### src/rtl/sonic_echo_responder_if.sv
// Trig/Echo bus between a ranging master and the echo responder.
// The master drives the trigger and the programmed target; the responder
// drives echo and its status flags.
interface sonic_echo_responder_if;
    logic       trig;
    logic [8:0] distance_cm;
    logic       obj_present;
    logic       echo;
    logic       busy;
    logic       short_trig;

    modport master (
        output trig, distance_cm, obj_present,
        input  echo, busy, short_trig
    );

    modport slave (
        input  trig, distance_cm, obj_present,
        output echo, busy, short_trig
    );
endinterface

### src/rtl/sonic_echo_responder.sv
// Ultrasonic ranging sensor responder (Trig/Echo protocol).
// Accepts a trigger of at least MIN_TRIG_US, waits BURST_US, then returns
// an echo whose width encodes the programmed distance at US_PER_CM.
// All timing is built from one cycle counter (cyc) and one microsecond
// counter (us), both cleared on every state change.
module sonic_echo_responder #(
    parameter int CLK_PER_US  = 100,
    parameter int MIN_TRIG_US = 10,
    parameter int BURST_US    = 200,
    parameter int US_PER_CM   = 58,
    parameter int MIN_CM      = 2,
    parameter int MAX_CM      = 400,
    parameter int TIMEOUT_US  = 38000,
    parameter int HOLDOFF_US  = 1000
) (
    input  logic                   clk,
    input  logic                   rst,
    sonic_echo_responder_if.slave  bus
);

    localparam int CYC_W = (CLK_PER_US > 1) ? $clog2(CLK_PER_US) : 1;

    localparam logic [CYC_W-1:0] CYC_LAST   = CYC_W'(CLK_PER_US - 1);
    localparam logic [15:0]      TRIG_SAT   = 16'(MIN_TRIG_US);
    localparam logic [15:0]      BURST_LAST = 16'(BURST_US - 1);
    localparam logic [15:0]      HOLD_LAST  = 16'(HOLDOFF_US - 1);
    localparam logic [15:0]      W_TIMEOUT  = 16'(TIMEOUT_US);
    localparam logic [15:0]      W_MIN      = 16'(MIN_CM * US_PER_CM);
    localparam logic [8:0]       D_MAX      = 9'(MAX_CM);
    localparam logic [8:0]       D_MIN      = 9'(MIN_CM);

    typedef enum logic [2:0] {
        IDLE,
        TRIG_HI,
        BURST,
        ECHO,
        HOLDOFF
    } state_t;

    state_t           state;
    state_t           state_nxt;

    logic             trig_m;
    logic             trig_s;
    logic             trig_q;
    logic             trig_rise;
    logic             trig_fall;

    logic [CYC_W-1:0] cyc;
    logic [15:0]      us;
    logic             us_tick;
    logic             trig_long;

    logic [15:0]      width;
    logic [15:0]      w_calc;
    logic             latch_w;
    logic             short_nxt;

    assign trig_rise = trig_s & ~trig_q;
    assign trig_fall = ~trig_s & trig_q;
    assign us_tick   = (cyc == CYC_LAST);

    // Trigger high time reached the minimum: either saturated, or this is
    // the last cycle of the final microsecond (the edge cycle itself counts
    // as the first high cycle, so only MIN*CLK-1 cycles are seen in TRIG_HI).
    assign trig_long = (us == TRIG_SAT) ||
                       ((us == TRIG_SAT - 16'd1) && us_tick);

    // Two-flop synchronizer on trig plus one delayed copy for edge detection
    always_ff @(posedge clk) begin
        if (rst) begin
            trig_m <= 1'b0;
            trig_s <= 1'b0;
            trig_q <= 1'b0;
        end else begin
            trig_m <= bus.trig;
            trig_s <= trig_m;
            trig_q <= trig_s;
        end
    end

    // Echo width in microseconds for the currently presented target
    always_comb begin
        w_calc = 16'(bus.distance_cm) * 16'(US_PER_CM);
        if (!bus.obj_present || (bus.distance_cm > D_MAX)) begin
            w_calc = W_TIMEOUT;
        end else if (bus.distance_cm < D_MIN) begin
            w_calc = W_MIN;
        end
    end

    // State register
    always_ff @(posedge clk) begin
        if (rst) begin
            state <= IDLE;
        end else begin
            state <= state_nxt;
        end
    end

    // Next-state decode; also flags width latch and short-trigger pulse
    always_comb begin
        state_nxt = state;
        latch_w   = 1'b0;
        short_nxt = 1'b0;
        case (state)
            IDLE: begin
                if (trig_rise) begin
                    state_nxt = TRIG_HI;
                end
            end
            TRIG_HI: begin
                if (trig_fall) begin
                    if (trig_long) begin
                        state_nxt = BURST;
                        latch_w   = 1'b1;
                    end else begin
                        state_nxt = IDLE;
                        short_nxt = 1'b1;
                    end
                end
            end
            BURST: begin
                if (us_tick && (us == BURST_LAST)) begin
                    state_nxt = ECHO;
                end
            end
            ECHO: begin
                if (us_tick && (us == width - 16'd1)) begin
                    state_nxt = HOLDOFF;
                end
            end
            HOLDOFF: begin
                if (us_tick && (us == HOLD_LAST)) begin
                    state_nxt = IDLE;
                end
            end
            default: begin
                state_nxt = IDLE;
            end
        endcase
    end

    // Cycle / microsecond counters; clear on state change, saturate in
    // TRIG_HI so a stuck-high trigger never wraps
    always_ff @(posedge clk) begin
        if (rst) begin
            cyc <= '0;
            us  <= '0;
        end else if ((state_nxt != state) || (state == IDLE)) begin
            cyc <= '0;
            us  <= '0;
        end else if ((state == TRIG_HI) && (us == TRIG_SAT)) begin
            cyc <= cyc;
            us  <= us;
        end else if (us_tick) begin
            cyc <= '0;
            us  <= us + 16'd1;
        end else begin
            cyc <= cyc + CYC_W'(1);
        end
    end

    // Width is captured once per accepted trigger and held for the echo
    always_ff @(posedge clk) begin
        if (rst) begin
            width <= '0;
        end else if (latch_w) begin
            width <= w_calc;
        end
    end

    // Registered outputs, aligned with the state they describe
    always_ff @(posedge clk) begin
        if (rst) begin
            bus.echo       <= 1'b0;
            bus.busy       <= 1'b0;
            bus.short_trig <= 1'b0;
        end else begin
            bus.echo       <= (state_nxt == ECHO);
            bus.busy       <= (state_nxt == BURST) || (state_nxt == ECHO) ||
                              (state_nxt == HOLDOFF);
            bus.short_trig <= short_nxt;
        end
    end

endmodule

### src/flat_wrapper.sv
// flat-port wrapper written by rule: the top's interface ports become plain ports
module sonic_echo_responder_flat 
#(
    parameter int CLK_PER_US  = 100,
    parameter int MIN_TRIG_US = 10,
    parameter int BURST_US    = 200,
    parameter int US_PER_CM   = 58,
    parameter int MIN_CM      = 2,
    parameter int MAX_CM      = 400,
    parameter int TIMEOUT_US  = 38000,
    parameter int HOLDOFF_US  = 1000
)
  (clk, rst, bus_trig, bus_distance_cm, bus_obj_present, bus_echo, bus_busy, bus_short_trig);
  sonic_echo_responder_if bus_i ();
  input  logic clk;
  input  logic rst;
  input wire logic [$bits(bus_i.trig)-1:0] bus_trig;
  input wire logic [$bits(bus_i.distance_cm)-1:0] bus_distance_cm;
  input wire logic [$bits(bus_i.obj_present)-1:0] bus_obj_present;
  output wire logic [$bits(bus_i.echo)-1:0] bus_echo;
  output wire logic [$bits(bus_i.busy)-1:0] bus_busy;
  output wire logic [$bits(bus_i.short_trig)-1:0] bus_short_trig;
  assign bus_i.trig = bus_trig;
  assign bus_i.distance_cm = bus_distance_cm;
  assign bus_i.obj_present = bus_obj_present;
  assign bus_echo = bus_i.echo;
  assign bus_busy = bus_i.busy;
  assign bus_short_trig = bus_i.short_trig;
  sonic_echo_responder #(.CLK_PER_US(CLK_PER_US), .MIN_TRIG_US(MIN_TRIG_US), .BURST_US(BURST_US), .US_PER_CM(US_PER_CM), .MIN_CM(MIN_CM), .MAX_CM(MAX_CM), .TIMEOUT_US(TIMEOUT_US), .HOLDOFF_US(HOLDOFF_US)) u_core (.clk(clk), .rst(rst), .bus(bus_i));
endmodule
### config.mk
export PLATFORM = sky130hd
export DESIGN_NAME = sonic_echo_responder_flat
export DESIGN_NICKNAME = d
export VERILOG_FILES = /design/src/rtl/sonic_echo_responder_if.sv /design/src/rtl/sonic_echo_responder.sv /design/src/flat_wrapper.sv
export SDC_FILE = /design/constraint.sdc
export NUM_CORES = 1
export LEC_CHECK = 0
export ABC_AREA = 0
export CORE_UTILIZATION = 24
export CTS_CLUSTER_DIAMETER = 150
export DETAILED_ROUTE_END_ITERATION = 7
export SKIP_LAST_GASP = 1
export SLEW_MARGIN = 10
export SYNTH_ARGS = -nofsm -noshare
export SYNTH_HDL_FRONTEND = slang
export SYNTH_SLANG_ARGS = --single-unit
export TNS_END_PERCENT = 30
### constraint.sdc
create_clock -name clk -period 3.7 [get_ports clk]
set_clock_uncertainty 0.05 [all_clocks]
set_input_delay 0.555 -clock clk [delete_from_list [all_inputs] [get_ports clk]]
set_output_delay 0.555 -clock clk [all_outputs]
set_load 0.03 [all_outputs]
# Word-level counts from Yosys, hierarchy flattened
# Index checks and enable logic that the tools add are counted.
# word_totals
reg_bits	48
out_inout_bits	3
wordCells	66
# op_classes
add_sub_neg	3
mul	1
n_lt_le_gt_ge	2
n_eq_ne	14
n_mux	14
bitwise_logic	7
n_reduce_logical	15
# op_table
operator	count
$eq 16x4->1 const B	2
$add 16x1->16 const B	1
$eq 16x10->1 const B	1
$eq 16x16->1	1
$eq 16x8->1 const B	1
$mux 16	1
$sub 16x1->16 const B	1
$mux 15	1
$mux 3	5
$pmux 3 s5	1
$mul 9x5->14 const B	1
$eq 3x2->1 const B	4
$gt 9x9->1 const B	1
$lt 9x2->1 const B	1
$add 7x1->7 const B	1
$eq 7x7->1 const B	1
$mux 7	1
$eq 3x3->1 const B	2
$logic_and 1x1->1	5
$logic_or 1x1->1	5
$not 1->1	5
$mux 1	4
$eq 3x1->1 const B	1
$logic_not 3->1	1
other kinds (7)	8

# Depth between registers and ports, before layout
# depth
ltp_word	9
mapped_depth	13
mapped_depth_nobuf	13

# Worst setup path after synthesis
# Ideal clock, no wire load.
# synth_path
kind	input-to-reg
start	input port bus_distance_cm[1]
end	register u_core.width[14]
setup_ns	0.117
t_arrival_ns	3.520
t_required_ns	3.533
slack_ns	0.013
cell_stages	13
n_path_buf	0
path_cell_list	fa_1 ha_1 inv_1 fa_1 inv_1 ha_1 a21o_1 a211oi_1 nor2_1 o41ai_1 o21ai_0 xnor2_1 a22o_1
# synth_between
elab_chain_cells	3
word_cells_on_any_way	6
# synth_rtl
element	line_no	text
start: declaration	flat_wrapper.sv:18	input wire logic [$bits(bus_i.distance_cm)-1:0] bus_distance_cm;
$mul 9x5->14 (tied with other cells)	sonic_echo_responder.sv:84	w_calc = 16'(bus.distance_cm) * 16'(US_PER_CM);
$mux 15 / $logic_or 1x1->1 (equally long branches)	sonic_echo_responder.sv:87, sonic_echo_responder.sv:85	
$mux 16 *	sonic_echo_responder.sv:85	if (!bus.obj_present || (bus.distance_cm > D_MAX)) begin
end signal: assignment	sonic_echo_responder.sv:169	width <= w_calc;
end: declaration	sonic_echo_responder.sv:54	logic [15:0] width;
# Every way passes the cells marked *; elsewhere a longest branch is shown, timed or not.
# A chain may end at the register's enable or synchronous reset.

# Worst setup path in the final report
# layout_path
start	input port bus_distance_cm[3]
end	register u_core.width[13]
# Same word-level chain as after synthesis.

==> out/metrics.cfg <==
[timing]
holdWs_ns = 0.3940
finalSetupTns_ns = 0
hold_violations = 0
timing.final.crit_share_pct = 94.69
tightest_slew_ns = 0.8575
setup_slack_ns = 0.1966
slew_headroom_pct = 42.40
rsz0062_at_grt = no
final_max_slew_viol_count = 0
fin_crit_ns = 3.503
max_freq_mhz = 285.4
setup_viol = 0

[cts]
cts_num_sinks = 47
cts_buffers = 5
insertion_delay_ns = 0.29
cts_hold_buf = 0
cts_root_buf = clkbuf_16
ctsLongestPathBuffers = 2
cts_tree = built
path_clk_slew_ns = 0.07
h-tree-depth = 2

[critical_path]
crit_type = in -> reg
slowest_stage = fa_1
ff2ff_path_depth = 9
worst_setup_path_start_kind = primary input
worstPathRequired_ns = 3.84
path_depth = 14
path_buf_inv = 4
endpoint_kind = flop
crit_fanout = 4
timing.critical_path.cells = dlygate4sd2_1 > buf_4 > fa_1 > ha_1 > inv_1 > fa_1 > inv_1 > ha_4 > and2_1 > a311oi_2 > o21bai_1 > a41o_1 > xor2_1 > a22o_1
worstPathArrival_ns = 3.64
max_stage_delay_ns = 0.49
cpLargestDelayFamily = adder cells

[cells_and_area]
nNetsFinal = 534
antenna_cells = 0
syn2layout_area_growth_pct = 18.73
nFillCells = 1620
final_cell_area_um2 = 4434
drive_gt1_share_pct = 11.78

[route]
final_antenna_net_count = 0
m1WireLength_um = 3773
num_vias = 3184
dr.pass1.iters = 4
drcViolationCount = 0
wl_um = 8446
top_layer = met4
wl_met3_um = 260
viasPerCell = 4.861
avgRoutedWirePerCell_um = 12.89
met2_length_um = 4299
drt_iter0_markers = 130

[yosys]
syn-instance-count = 438
ys_types = 57
avgSynthCellArea_um2 = 8.527
synth_area_um2 = 3735
synth.most_common_cell = dfxtp_1
synthTopCellsByCount = dfxtp_1, ha_1, nor2_1
yosysSeqAreaShare_pct = 25.19
synth_edf_count = 0
async_flop_share_pct = 0
synth_area_leaders = dfxtp_1, ha_1, fa_1, xor2_1, xnor2_1
synth.top_cell.area_share_pct = 25.19
yosys_warnings = 0
ys.flop_type = dfxtp_1
synth_nets = 506
yosysTopAreaCell = dfxtp_1
synth-seq-cells = 47

[power]
p_leak_uw = 0.001833
power_density_nw_per_um2 = 341.9
peakVddDrop_mv = 0.1590

[status]
status = complete, no violations

[global_routing]
grt_pass1_wl_um = 14270
grt_antenna_before_repair = 0
grt_max_degree = 27
grt.overflow.total = 0
grt.total_usage_pct = 10.91
first_global_vias = 3182

[placement]
place.gp.congestion = 0.7875
port_buffers = 15
postPlaceCellArea_um2 = 4212
place_ws_ns = -0.6124
hpwl_um = 6530

[floorplan]
ios = 16
fp.dieW_um = 126.7
rows = 45
core_area_um2 = 15200
start_util_pct = 24.57
die_height_um = 126.7
die_area_um2 = 16060

[job]
drv_cap = 0

[worst_hold_path]
min_path_cells = 1
hp-class = reg -> reg

[placed cells by master, fill, tap and decap left out, types with 11 or more instances in the layout]
master    n
xor2_1   23
inv_1    35
nand3_1  14
nor3_1   29
buf_4    26
ha_1     38
dfxtp_1  47
nor2_1   40
fa_1     12
nand2_1  24
nand4_1  11
xnor2_1  22
[state kept, by name, summed over array words and instances (netlist names)]
name,cells
u_core.trig_q,1
u_core.state,3
u_core.bus.echo,1
u_core.bus.short_trig,1
u_core.trig_s,1
u_core.cyc,7
u_core.trig_m,1
u_core.us,16
u_core.bus.busy,1
u_core.width,15
[logic make-up after synthesis]
group	share of synthesized area, %
fa+ha+maj	21.31
xor+xnor	10.55
mux	0.5360
compound gates	11.89
flops	25.19
buf+inv	6.097
simple gates	24.42
[worst register-to-register path: stages (launching register included)]
cell and delay, ns:
dfxtp_1 0.49, inv_1 0.11, ha_1 0.33, xor2_1 0.14
nand3_1 0.09, nor4_1 0.29, o2111ai_1 0.18, a211o_1 0.33
nor4_4 0.74, nor3_1 0.12
[final timing paths]
check,from,to,slack (ns)
max,bus_distance_cm[3],u_core.width[13]$_SDFFE_PP0P_,0.20
min reg2reg,u_core.trig_m$_SDFF_PP0_,u_core.trig_s$_SDFF_PP0_,0.39
max reg2reg,u_core.width[1]$_SDFFE_PP0P_,u_core.us[7]$_SDFFE_PP0P_,0.68
min,u_core.trig_m$_SDFF_PP0_,u_core.trig_s$_SDFF_PP0_,0.39
[where the power goes]
group,switching (µW),internal (µW),leakage [µW]
Combinational,256,283,0.00138
Sequential,2.19,508,0.000379
Clock,196,271,0.0000741
Total,454,1060,0.00183
[cell type report]
| type | count | area (µm²) | share of cell area (%) |
|---|---|---|---|
| multi-input cells | 336 | 2645 | 59.65 |
| flip-flops and latches | 47 | 940.9 | 21.22 |
| repair buffers | 41 | 330.3 | 7.449 |
| well taps | 188 | 235.2 | 5.305 |
| clock buffers | 7 | 142.6 | 3.217 |
| inverters | 35 | 131.4 | 2.963 |
| clock inverters | 1 | 8.758 | 0.1975 |
[routing by layer]
| metal | global-route usage [%] | up-vias |
|---|---|---|
| met5 | 0 | - |
| met4 | 3.782 | 0 |
| met3 | 1.729 | 11 |
| met2 | 20.31 | 52 |
| met1 | 12.59 | 1528 |
| li1 | - | 1593 |
[metrics by stage]
stage | power (µW) | utilization (%) | instances
finish | 1516 | 29.17 | 655
global route | 1610 | 29.17 | 655
CTS | 1505 | 28.99 | 654
detailed placement | 1003 | 27.70 | 646
global placement | 993.9 | 27.70 | 646
floorplan | 824.4 | - | 438
[timing repair]
| action | CTS | global route |
|---|---|---|
| pin swaps | 3 | 8 |
| gates cloned | 0 | 0 |
| setup endpoints to repair | 6 | 4 |
| gates resized for setup | 15 | 7 |
| buffers inserted | 0 | 1 |
| hold endpoints to repair | 0 | 0 |
No activity file was read; power rests on OpenSTA's default activity.
